File: config.mk
export PLATFORM = sky130hd
export DESIGN_NAME = fetch_wb
export DESIGN_NICKNAME = d
export VERILOG_FILES = /design/src/rtl/fetch_wb.sv
export SDC_FILE = /design/constraint.sdc
export NUM_CORES = 1
export LEC_CHECK = 0
export ABC_CLOCK_PERIOD_IN_PS = 14200
export CORE_MARGIN = 5
export CORE_UTILIZATION = 35
export CTS_BUF_LIST = sky130_fd_sc_hd__clkbuf_8
export DETAILED_ROUTE_END_ITERATION = 8
export GPL_TIMING_DRIVEN = 0
export PLACE_DENSITY = 0.64
export SYNTH_ARGS = -nofsm -noshare
export SYNTH_HDL_FRONTEND = slang
export SYNTH_SLANG_ARGS = --single-unit
File: constraint.sdc
create_clock -name clk -period 14.2 [get_ports clk]
set_input_delay 3.55 -clock clk [delete_from_list [all_inputs] [get_ports clk]]
set_output_delay 3.55 -clock clk [all_outputs]
set_load 0.01 [all_outputs]
File: src/rtl/fetch_wb.sv
// fetch_wb: instruction-fetch Wishbone master with prefetch FIFO and redirect flush
module fetch_wb #(
  parameter logic [31:0] RESET_PC = 32'h0000_0000,
  parameter int FIFO_DEPTH = 2
) (
  input  logic        clk,
  input  logic        resetn,
  input  logic        redirect_valid,
  input  logic [31:0] redirect_pc,
  output logic        instr_valid,
  input  logic        instr_ready,
  output logic [31:0] instr_data,
  output logic [31:0] instr_pc,
  output logic        wbm_cyc_o,
  output logic        wbm_stb_o,
  output logic [31:0] wbm_adr_o,
  output logic        wbm_we_o,
  output logic [3:0]  wbm_sel_o,
  input  logic [31:0] wbm_dat_i,
  input  logic        wbm_ack_i
);
  localparam int AW = $clog2(FIFO_DEPTH);
  localparam logic [AW:0] DEPTH = (AW+1)'(FIFO_DEPTH);
  localparam logic [AW:0] LAST = (AW+1)'(FIFO_DEPTH - 1);
  typedef enum logic [1:0] {IDLE, BUS, DROP} state_t;
  state_t state_q, state_d;
  logic [31:0] pc_q, pc_d, adr_q, adr_d, rpc;
  logic cyc_q, cyc_d, push, pop;
  logic [31:0] fd_q [FIFO_DEPTH];
  logic [31:0] fp_q [FIFO_DEPTH];
  logic [AW-1:0] rd_q, wr_q;
  logic [AW:0] cnt_q;
  assign rpc = redirect_pc & ~32'h3;
  assign pop = instr_valid & instr_ready;
  always_comb begin
    state_d = state_q;
    pc_d = pc_q;
    adr_d = adr_q;
    cyc_d = cyc_q;
    push = 1'b0;
    case (state_q)
      IDLE: begin
        pc_d = redirect_valid ? rpc : pc_q;
        if (!redirect_valid && cnt_q < DEPTH) begin
          state_d = BUS;
          cyc_d = 1'b1;
          adr_d = pc_q;
        end
      end
      BUS: begin
        if (wbm_ack_i && redirect_valid) begin
          pc_d = rpc;
          adr_d = rpc;
        end else if (wbm_ack_i) begin
          push = 1'b1;
          pc_d = pc_q + 32'd4;
          adr_d = pc_q + 32'd4;
          cyc_d = cnt_q < LAST;
          state_d = cnt_q < LAST ? BUS : IDLE;
        end else if (redirect_valid) begin
          pc_d = rpc;
          state_d = DROP;
        end
      end
      DROP: begin
        pc_d = redirect_valid ? rpc : pc_q;
        if (wbm_ack_i) begin
          state_d = BUS;
          adr_d = pc_d;
        end
      end
      default: state_d = IDLE;
    endcase
  end
  always_ff @(posedge clk) begin
    if (!resetn) begin
      state_q <= IDLE;
      pc_q <= RESET_PC & ~32'h3;
      adr_q <= '0;
      cyc_q <= 1'b0;
      rd_q <= '0;
      wr_q <= '0;
      cnt_q <= '0;
    end else begin
      state_q <= state_d;
      pc_q <= pc_d;
      adr_q <= adr_d;
      cyc_q <= cyc_d;
      if (redirect_valid) begin
        rd_q <= '0;
        wr_q <= '0;
        cnt_q <= '0;
      end else begin
        if (push) begin
          fd_q[wr_q] <= wbm_dat_i;
          fp_q[wr_q] <= pc_q;
          wr_q <= wr_q + AW'(1);
        end
        if (pop) rd_q <= rd_q + AW'(1);
        cnt_q <= cnt_q + (AW+1)'(push) - (AW+1)'(pop);
      end
    end
  end
  assign instr_valid = cnt_q != '0;
  assign instr_data = fd_q[rd_q];
  assign instr_pc = fp_q[rd_q];
  assign wbm_cyc_o = cyc_q;
  assign wbm_stb_o = cyc_q;
  assign wbm_adr_o = adr_q;
  assign wbm_we_o = 1'b0;
  assign wbm_sel_o = 4'hF;
endmodule

==> impl_metrics.yaml <==
timing:
  max_freq_mhz: 160
  slew_headroom: 0.184
  fin_tns_setup_ns: 0
  finalHoldViolCount: 0
  fin_skew_ns: 0.0181
  period_share: 0.440
  slew_viol_final: 0
  rsz0062_at_grt: "false"
  post-route-min-period_ns: 6.24
  setup_violations: 0
  tightest_slew_ns: 1.22
critical_path:
  worst_ep_required_time_ns: 10.65
  crit_arrival_ns: 2.69
  critPathLaunchType: "flip-flop"
  worst-setup-path-type: "flip-flop to primary output"
  crit_fanout: 10
  cp-end-kind: "primary output"
synthesis:
  synth_top_cell_by_area: "edfxtp_1"
  ys_ff_latch: 200
  synth-edff-count: 128
  synth_top_area_frac: 0.399
  syn-instance-count: 863
  synth_seq_area_share: 0.549
  syn_area_mm2: 0.00963
  synthDistinctLibCells: 71
  yosys_warnings: 0
  async_flop_share: 0
  synth-main-ff-cell: "edfxtp_1"
  syn_avg_cell_area_um2: 11.2
  netlist_top_cells_area: "edfxtp_1, dfxtp_1, mux2_2"
cts:
  clkSinkCount: 200
  cts_hold_buf: 0
  cts_resized: 0
  worst_setup_hold_path_clk_slew_ns: 0.10
  cts_setup_buffers: 0
  cts_buffers: 17
  clock-root-buffer: "clkbuf_8"
  htree_levels: 4
  cts_tree: "done"
  clk_path_buf_depth: 2
  clk_latency_ns: 0.48
place:
  hpwl_mm: 22.9
  io_buffers: 164
  gp_congestion: 0.966
power_and_ir_drop:
  p_leak_nw: 4.15
  p_total_mw: 1.49
  peakVddDrop_uv: 56.2
  power.density_mw_per_mm2: 122
worst_hold_path:
  hold_path_class: "flip-flop to flip-flop"
die:
  start_util: 0.356
  chipHeight_um: 176
  core_mm2: 0.0270
  io_pins: 173
  die_area_mm2: 0.0309
  die_w_um: 176
  rows: 60
global_routing:
  grt_max_degree: 44
  grt_pass1_vias: 8120
  gr-usage-all-layers: 0.204
  grt_pass1_wl_mm: 48.2
  grt_overflow_total: 0
  antenna_found_initial: 0
finish:
  drive_above_1_share: 0.138
  antennaDiodeCount: 0
  multi_input_area_mm2: 0.00393
  fin_nets: 1132
  fillCellCount: 2503
  syn_to_final_growth_pct: 26.7
  regArea_mm2: 0.00529
route:
  first_iter_violations: 920
  vias: 8262
  ant_nets: 0
  wl_per_cell_um: 22.8
  first_pass_iters: 6
  wl_mm: 32.2
  vias_per_cell: 5.86
  remaining_drc_errors: 0
run_status:
  status: "finished, final reports clean"
job:
  maxCapViolCount: 0
-- through the flow --
| stage | utilization | area (um^2) | setup WS, ns | hold WS, ns | std cells |
|---|---|---|---|---|---|
| after floorplan | - | 9640 | 4.57 | 0.420 | 866 |
| after global placement | 0.433 | 11700 | 0.572 | 0.429 | 1371 |
| after detailed placement | 0.437 | 11800 | 7.71 | 0.437 | 1378 |
| after CTS | 0.451 | 12200 | 7.82 | 0.461 | 1410 |
| after global routing | 0.451 | 12200 | 7.76 | 0.477 | 1410 |
| final | 0.451 | 12200 | 7.96 | 0.461 | 1410 |
-- critical path, cell delays in order, from the launching register on --
cell and delay [ns]:
dfxtp_1 0.31, clkbuf_1 0.46, clkbuf_1 0.53, mux2_2 0.40, clkdlybuf4s50_1 0.52
-- power by group --
| group | internal, mW | switching, mW | total (mW) |
|---|---|---|---|
| registers | 0.662 | 0.0354 | 0.698 |
| clock network | 0.146 | 0.222 | 0.368 |
| logic | 0.167 | 0.261 | 0.428 |
| total | 0.976 | 0.518 | 1.49 |
-- cell usage after synthesis (7+ instances only) --
| cell | n |
|---|---|
| nand2_1 | 46 |
| nor2_1 | 57 |
| and3_1 | 18 |
| o21ai_0 | 40 |
| buf_4 | 8 |
| nor3_1 | 17 |
| ha_1 | 7 |
| a221oi_1 | 24 |
| inv_1 | 21 |
| dfxtp_1 | 72 |
| nand3_1 | 30 |
| a21oi_1 | 49 |
| clkbuf_1 | 61 |
| a22oi_1 | 8 |
| o221a_2 | 9 |
| o22ai_1 | 17 |
| a31oi_1 | 10 |
| o221ai_1 | 7 |
| mux2i_1 | 19 |
| nor4_1 | 12 |
| mux2_2 | 73 |
| buf_2 | 8 |
| edfxtp_1 | 128 |
-- cell type report --
| type | instances | area share |
|---|---|---|
| timing repair buffer | 171 | 0.142 |
| inverter | 21 | 0.00646 |
| clock inverter | 15 | 0.0128 |
| buffer | 83 | 0.0289 |
| multi-input combinational | 562 | 0.322 |
| clock buffer | 17 | 0.0192 |
| tap | 341 | 0.0350 |
| sequential | 200 | 0.433 |
-- placed cells by master (no fill, tap or decap), types with 19 or more instances in the layout --
cell	instances
a21oi_1	49
a221oi_1	24
clkbuf_1	61
clkdlybuf4s50_1	164
dfxtp_1	72
edfxtp_1	128
inv_1	21
mux2_2	73
mux2i_1	19
nand2_1	46
nand3_1	30
nor2_1	57
o21ai_0	40
-- flip-flops by register name, indices dropped and copies added (netlist names), 2 cells and up, named ones only --
signal / count
fp_q: 64
state_q: 2
cnt_q: 2
fd_q: 64
pc_q: 32
wbm_adr_o: 32
-- kinds of logic after synthesis --
family                   after synthesis  synth area share
multiplexers                          92             0.105
XOR/XNOR                              12            0.0109
AND/OR/NAND/NOR                      223             0.120
buffers and inverters                104            0.0448
adder cells (fa/ha/maj)                7           0.00910
flip-flops                           200             0.549
AO/OA/AOI/OAI                        223             0.161
other                                  2          0.000780
-- worst paths after layout --
kind / startpoint / end / slack [ns] / cells past startpoint
worst max-delay path: flip-flop / instr_pc[2] / 7.96 / 4
worst min-delay path: pc_q[16]$_SDFFE_PN0P_ / fp_q[1][16]$_DFFE_PP_ / 0.46 / 0
worst max register to register: state_q[0]$_SDFFE_PN0P_ / wbm_adr_o[29]$_SDFFE_PN0P_ / 10.97 / 8
worst min register to register: pc_q[16]$_SDFFE_PN0P_ / fp_q[1][16]$_DFFE_PP_ / 0.46 / 0
-- per-layer routing --
metal  vias to the layer above  global-route usage  part of all wire
li1                       3693                   -                 -
met1                      3956               0.266              0.41
met2                       517               0.320              0.45
met3                        96              0.0536              0.10
met4                         0              0.0877             0.040
met5                         -                   0                 0
No activity file was read; power rests on OpenSTA's default activity.
